File: src/rtl/vga2_fb_arbiter_pkg.sv
// ---------------------------------------------------------------------------
// vga2_fb_arbiter_pkg
// Shared VGA2 framebuffer definitions: the pixel color width, the default
// screen geometry and the linear framebuffer address computation. These are
// used by both the arbiter and its write queue.
// ---------------------------------------------------------------------------
package vga2_fb_arbiter_pkg;

    // Pixel color is {r,g,b}, one bit each.
    localparam int unsigned COLOR_W = 3;

    // Default geometry (640x480 visible area, 11-bit coordinates).
    localparam int unsigned DEF_H_ADDR_SIZE   = 11;
    localparam int unsigned DEF_V_ADDR_SIZE   = 11;
    localparam int unsigned DEF_H_VISIBLE     = 640;
    localparam int unsigned DEF_V_VISIBLE     = 480;
    localparam int unsigned DEF_RAM_ADDR_SIZE = 19;

    // Row-major linear address: v * h_visible + h. The caller truncates the
    // result to its RAM address width.
    function automatic logic [31:0] fb_addr(
        input logic [31:0] h,
        input logic [31:0] v,
        input logic [31:0] h_visible
    );
        return v * h_visible + h;
    endfunction

endpackage

File: src/rtl/vga2_fb_wrfifo.sv
// ---------------------------------------------------------------------------
// vga2_fb_wrfifo
// Small synchronous FIFO holding pending framebuffer writes.
// Ports:
//   clock  - rising-edge clock
//   reset  - asynchronous active-low reset, empties the queue
//   push   - write wdata at the tail (ignored when full)
//   pop    - drop the head entry (ignored when empty)
//   wdata  - entry to enqueue
//   rdata  - current head entry (valid while count != 0)
//   count  - number of stored entries
//   full   - count == Depth
// Depth must be a power of two and at least 2 so the pointers wrap freely.
// ---------------------------------------------------------------------------
module vga2_fb_wrfifo #(
    parameter int unsigned DataW = 22,
    parameter int unsigned Depth = 4
) (
    input  logic                       clock,
    input  logic                       reset,
    input  logic                       push,
    input  logic                       pop,
    input  logic [DataW-1:0]           wdata,
    output logic [DataW-1:0]           rdata,
    output logic [$clog2(Depth):0]     count,
    output logic                       full
);

    localparam int unsigned PtrW = $clog2(Depth);
    localparam int unsigned CntW = PtrW + 1;

    logic [DataW-1:0] mem_q [Depth];
    logic [PtrW-1:0]  wr_ptr_q, wr_ptr_d;
    logic [PtrW-1:0]  rd_ptr_q, rd_ptr_d;
    logic [CntW-1:0]  count_q, count_d;
    logic             push_ok, pop_ok;

    assign full    = (count_q == CntW'(Depth));
    assign count   = count_q;
    assign rdata   = mem_q[rd_ptr_q];
    assign push_ok = push && !full;
    assign pop_ok  = pop && (count_q != '0);

    always_comb begin
        wr_ptr_d = wr_ptr_q;
        rd_ptr_d = rd_ptr_q;
        count_d  = count_q;
        if (push_ok) wr_ptr_d = wr_ptr_q + PtrW'(1);
        if (pop_ok)  rd_ptr_d = rd_ptr_q + PtrW'(1);
        case ({push_ok, pop_ok})
            2'b10:   count_d = count_q + CntW'(1);
            2'b01:   count_d = count_q - CntW'(1);
            default: count_d = count_q;
        endcase
    end

    always_ff @(posedge clock or negedge reset) begin
        if (!reset) begin
            wr_ptr_q <= '0;
            rd_ptr_q <= '0;
            count_q  <= '0;
        end else begin
            wr_ptr_q <= wr_ptr_d;
            rd_ptr_q <= rd_ptr_d;
            count_q  <= count_d;
        end
    end

    // Storage needs no reset: entries are only read once counted in.
    always_ff @(posedge clock) begin
        if (push_ok) mem_q[wr_ptr_q] <= wdata;
    end

endmodule

File: src/rtl/vga2_fb_arbiter.sv
// ---------------------------------------------------------------------------
// vga2_fb_arbiter
// Shares one single-port synchronous framebuffer RAM between a display
// fetcher (absolute priority) and a queued pixel writer.
// Ports:
//   clock, reset            - rising-edge clock, async active-low reset
//   disp_req/addr_h/addr_v  - display read request and coordinates
//   disp_color_r/g/b        - fetched pixel, valid 2 cycles after disp_req
//   wr_valid/wr_ready       - writer handshake, wr_addr_h/v and wr_color
//   wr_error                - 1-cycle pulse after an out-of-range write
//   ram_addr/we/wdata/rdata - RAM port, rdata valid one cycle after addr
//
// Writer handshake: a write transfers in any cycle where wr_valid and
// wr_ready are both 1. wr_ready depends only on queue fullness (and reset),
// never on wr_valid. The writer must hold its payload stable while
// wr_valid=1 and wr_ready=0. Out-of-range writes still transfer, but are
// dropped and reported on wr_error the following cycle.
// ---------------------------------------------------------------------------
module vga2_fb_arbiter
    import vga2_fb_arbiter_pkg::*;
#(
    parameter int unsigned HAddrSize    = DEF_H_ADDR_SIZE,
    parameter int unsigned VAddrSize    = DEF_V_ADDR_SIZE,
    parameter int unsigned HVisibleArea = DEF_H_VISIBLE,
    parameter int unsigned VVisibleArea = DEF_V_VISIBLE,
    parameter int unsigned RamAddrSize  = DEF_RAM_ADDR_SIZE,
    parameter int unsigned FifoDepth    = 4
) (
    input  logic                   clock,
    input  logic                   reset,
    input  logic                   disp_req,
    input  logic [HAddrSize-1:0]   disp_addr_h,
    input  logic [VAddrSize-1:0]   disp_addr_v,
    output logic                   disp_color_r,
    output logic                   disp_color_g,
    output logic                   disp_color_b,
    input  logic                   wr_valid,
    output logic                   wr_ready,
    input  logic [HAddrSize-1:0]   wr_addr_h,
    input  logic [VAddrSize-1:0]   wr_addr_v,
    input  logic [2:0]             wr_color,
    output logic                   wr_error,
    output logic [RamAddrSize-1:0] ram_addr,
    output logic                   ram_we,
    output logic [2:0]             ram_wdata,
    input  logic [2:0]             ram_rdata
);

    localparam int unsigned EntryW = RamAddrSize + COLOR_W;

    logic [RamAddrSize-1:0]    disp_lin, wr_lin, head_addr;
    logic [COLOR_W-1:0]        head_color;
    logic [EntryW-1:0]         fifo_rdata;
    logic [$clog2(FifoDepth):0] fifo_count;
    logic                      fifo_full;
    logic                      in_range, accept, push, pop, serve_disp;

    logic [RamAddrSize-1:0]    addr_last_q;
    logic [COLOR_W-1:0]        wdata_last_q;
    logic                      rd_pend_q;
    logic [COLOR_W-1:0]        color_q, color_d;
    logic                      err_q;
    logic                      ready_en_q;

    assign disp_lin = RamAddrSize'(fb_addr(32'(disp_addr_h), 32'(disp_addr_v), HVisibleArea));
    assign wr_lin   = RamAddrSize'(fb_addr(32'(wr_addr_h), 32'(wr_addr_v), HVisibleArea));

    assign in_range = (32'(wr_addr_h) < HVisibleArea) && (32'(wr_addr_v) < VVisibleArea);
    assign wr_ready = ready_en_q && !fifo_full;
    assign accept   = wr_valid && wr_ready;
    assign push     = accept && in_range;

    // Gating with reset forces ram_addr to 0 while reset is held, even if
    // the display keeps requesting.
    assign serve_disp = disp_req && reset;
    assign pop        = !serve_disp && (fifo_count != '0);

    assign head_addr  = fifo_rdata[EntryW-1:COLOR_W];
    assign head_color = fifo_rdata[COLOR_W-1:0];

    vga2_fb_wrfifo #(
        .DataW (EntryW),
        .Depth (FifoDepth)
    ) u_wrfifo (
        .clock (clock),
        .reset (reset),
        .push  (push),
        .pop   (pop),
        .wdata ({wr_lin, wr_color}),
        .rdata (fifo_rdata),
        .count (fifo_count),
        .full  (fifo_full)
    );

    // RAM port: display first, then queue head; otherwise hold the last
    // address/data so the bus does not toggle on idle cycles.
    always_comb begin
        ram_addr  = addr_last_q;
        ram_wdata = wdata_last_q;
        if (serve_disp) begin
            ram_addr = disp_lin;
        end else if (pop) begin
            ram_addr  = head_addr;
            ram_wdata = head_color;
        end
    end
    assign ram_we = pop;

    assign color_d = rd_pend_q ? ram_rdata : color_q;

    always_ff @(posedge clock or negedge reset) begin
        if (!reset) begin
            addr_last_q  <= '0;
            wdata_last_q <= '0;
            rd_pend_q    <= 1'b0;
            color_q      <= '0;
            err_q        <= 1'b0;
            ready_en_q   <= 1'b0;
        end else begin
            addr_last_q  <= ram_addr;
            wdata_last_q <= ram_wdata;
            rd_pend_q    <= serve_disp;
            color_q      <= color_d;
            err_q        <= accept && !in_range;
            ready_en_q   <= 1'b1;
        end
    end

    assign {disp_color_r, disp_color_g, disp_color_b} = color_q;
    assign wr_error = err_q;

endmodule
File: config.mk
export PLATFORM = sky130hd
export DESIGN_NAME = vga2_fb_arbiter
export DESIGN_NICKNAME = d
export VERILOG_FILES = /design/src/rtl/vga2_fb_arbiter_pkg.sv /design/src/rtl/vga2_fb_wrfifo.sv /design/src/rtl/vga2_fb_arbiter.sv
export SDC_FILE = /design/constraint.sdc
export NUM_CORES = 1
export LEC_CHECK = 0
export ABC_AREA = 1
export ABC_CLOCK_PERIOD_IN_PS = 3200
export CAP_MARGIN = 30
export CORE_UTILIZATION = 30
export DETAILED_ROUTE_END_ITERATION = 10
export MAX_ROUTING_LAYER = met4
export PLACE_DENSITY = 0.47
export RECOVER_POWER = 25
export SLEW_MARGIN = 25
export SYNTH_ARGS = -nofsm -noshare
export SYNTH_HDL_FRONTEND = slang
export SYNTH_SLANG_ARGS = --single-unit
File: constraint.sdc
create_clock -name clock -period 3.2 [get_ports clock]
set_input_delay 0.64 -clock clock [delete_from_list [all_inputs] [get_ports clock]]
set_output_delay 0.64 -clock clock [all_outputs]
set_load 0.01 [all_outputs]
==> reports/metrics.yaml <==
outcome: "finished, violations left"
violations: "capacitance limit, slew limit, setup timing"
syn_avg_cell_area_um2: 9.971
crit_family: "adder cells"
dp_slack_ps: -1070
cp.required_ps: 2560
rr_worst_depth: 11
fin_nets: 909
max_stage_delay_ps: 550
cts_buffers: 17
setup_viol_count_final: 6
core_area_um2: 21150
yosysSeqAreaShare: 0.5404
antenna_found_initial: 0
power_density_nw_per_um2: 719.1
crit_slowest_cell: "fa_2"
min_path_cells: 1
setup_ws_ps: -134.7
finalHoldViolCount: 0
r2r-start: "u_wrfifo.count[0]"
dieHeight_um: 149.3
worstPathCellList: "buf_8, ha_4, ha_4, fa_2, nand2_2, inv_2, nand4_1, nand3_2, nand3_4, nor2_4, nand2_1, nand2_1, nand3_2, nand2_2, buf_6"
synthCells: 653
multi_input_area_um2: 2970
regArea_um2: 3518
first_pass_iters: 4
grt_usage: 0.1503
slew_headroom: -0.3502
crit_path_max_fanout: 3
netlist_area_um2: 6511
dr_total_vias: 4991
p_leak_nw: 3.691
cap_viol_max_count: 1
clk_root_buffer_cell: "clkbuf_16"
numClockSinks: 123
clock.fmax_ghz: 0.2999
synthesis.nets: 759
yosys_warnings: 0
worstSetupPathType: "in2out"
startpoint: "disp_addr_v[3]"
htreeDepth: 4
synthDominantCellAreaShare: 0.4058
post-route-cell-area_um2: 9001
start_util: 0.3078
synth.area.top_cells: "edfxtp_1, dfrtp_1, ha_1, nand2_1, nor2_1"
final-max-slew-violation-count: 36
arrival_ps: 2690
num-fill-cells: 1985
finalCriticalPeriod_ps: 3335
crit_path_end_kind: "primary output"
timing.critical_path.buf_inv: 3
worstMarginPinSlew_ps: 2025
grt_max_degree: 46
synth-seq-cells: 123
rsz0062_at_grt: "yes"
dp_hpwl_um: 10630
synth_largest_area_cell: "edfxtp_1"
cts_tree: "yes"
synth_cell_types: 39
drc_errors: 0
path_clk_slew_ps: 60
finalSetupTns_ps: -376.0
insertion_delay_ps: 410
hold_class: "reg2reg"
layout_commonest_cell: "nand2_1"
place.port_buffers: 81
synth_edf_count: 88
r2r_slack_ps: 960
dpl_cell_area_um2: 8054
drt_wl_total_um: 15310
dieArea_um2: 22300
wl_per_cell_um: 14.03
holdCritStartpoint: "u_wrfifo.count[0]"
areaGrowthSynthToFinish_pct: 38.24
antenna_cells: 0
die_w_um: 149.3
io_pins: 82
ys.flop_type: "edfxtp_1"
place.gp.congestion: 0.7970
grt_pass1_vias: 5136
r2r-end: "u_wrfifo.count[2]"
ir_worst_vdd_mv: 0.3054
fin_crit_sh: 1.042
overflow: 0
ant_nets: 0
drt_iter0_markers: 283
critPathLaunchType: "input port"
async_flop_share: 0.2846
grt_pass1_wl_um: 25060
cts.path.max_buffers: 2
routed_via_density: 4.575
skew_ps: 9.206
mostFrequentLayoutCells: "nand2_1, nor2_1, edfxtp_1"
fp-row-count: 53
layout-drive-gt1-share: 0.2206
hold_end: "u_wrfifo.count[0]"
state kept, by name (all words and copies together), names as in the netlist:
signal             count
addr_last_q           19
color_q                3
rd_pend_q              1
ready_en_q             1
u_wrfifo.count         3
u_wrfifo.mem_q        88
u_wrfifo.rd_ptr_q      2
u_wrfifo.wr_ptr_q      2
wdata_last_q           3
wr_error               1
kinds of logic after synthesis:
family	Yosys count	share of synthesized area
AO/OA/AOI/OAI	130	0.1095
XOR/XNOR	19	0.02786
adder cells (fa/ha/maj)	52	0.1057
buffers and inverters	79	0.04881
flip-flops	123	0.5404
multiplexers	3	0.005188
other	1	0.0005759
AND/OR/NAND/NOR	246	0.1620
metrics by stage:
step                instances  power, mW  hold slack [ps]  utilization
floorplan                 653      3.409            344.4            -
global placement         1045      4.486            491.8       0.3807
detailed placement       1045      4.515            504.6       0.3807
CTS                      1086      6.479            363.8       0.4222
global route             1091      6.902            531.7       0.4255
finish                   1091      6.473            516.3       0.4255
per-layer routing:
layer	track usage	part of all wire	vias to the layer above
li1	-	-	2547
met1	0.1782	0.46	2357
met2	0.2609	0.50	75
met3	0.02661	0.027	12
met4	0.04082	0.0098	0
met5	-	0	-
how the worst max path moves through the flow:
stage,to,slack [ps],depth (start not counted)
detailed placement,ram_addr[18],-1070,15
global placement,ram_addr[16],-1050,13
global route,ram_addr[18],-240,15
CTS,ram_addr[18],-150,15
finish,ram_addr[18],-130,15
floorplan,ram_addr[18],60,13
layout make-up:
type	count	share of cell area
Tap cell	275	0.03823
Sequential cell	123	0.3909
Clock buffer	17	0.04726
Inverter	60	0.02599
Clock inverter	15	0.01821
Multi-Input combinational cell	451	0.3300
Timing Repair Buffer	150	0.1494
timing repair:
action,4_1_cts,5_1_grt
gates cloned,0,0
pin swaps,24,9
resized for setup,106,22
endpoints found under the setup margin,13,16
hold buffers,0,0
setup buffers,9,5
synthesized netlist by cell type, types with 2 or more instances:
cell / count
inv_1: 56
xor2_1: 10
o21bai_1: 3
o21ai_1: 10
clkbuf_1: 13
a21oi_1: 13
nor2_1: 97
edfxtp_1: 88
nor3_1: 2
xnor2_1: 7
nand3b_1: 5
nand2_1: 102
nand3_2: 5
xor2_2: 2
buf_4: 2
nand2_2: 3
ha_1: 47
buf_2: 3
nand3_1: 21
o22ai_1: 20
o21ai_0: 70
inv_2: 3
nand4_1: 6
a31oi_1: 7
a21boi_0: 2
mux2_2: 3
dfrtp_1: 35
fa_1: 5
nor2_2: 3
worst reg2reg max path, cell delays in order (launching register included):
cell and delay [ps]:
dfrtp_1 390, nor2_1 70, nand2_1 140, inv_1 130
nor2_2 200, buf_6 190, ha_1 160, inv_1 70
fa_1 390, a21oi_1 140, o21ai_0 110, xor2_1 150
power breakdown:
part	total, mW	internal, mW	switching, mW
Sequential	2.04	1.97	0.0785
Combinational	2.56	1.11	1.45
Clock	1.87	1.16	0.717
(Power assumes the default switching activity.)
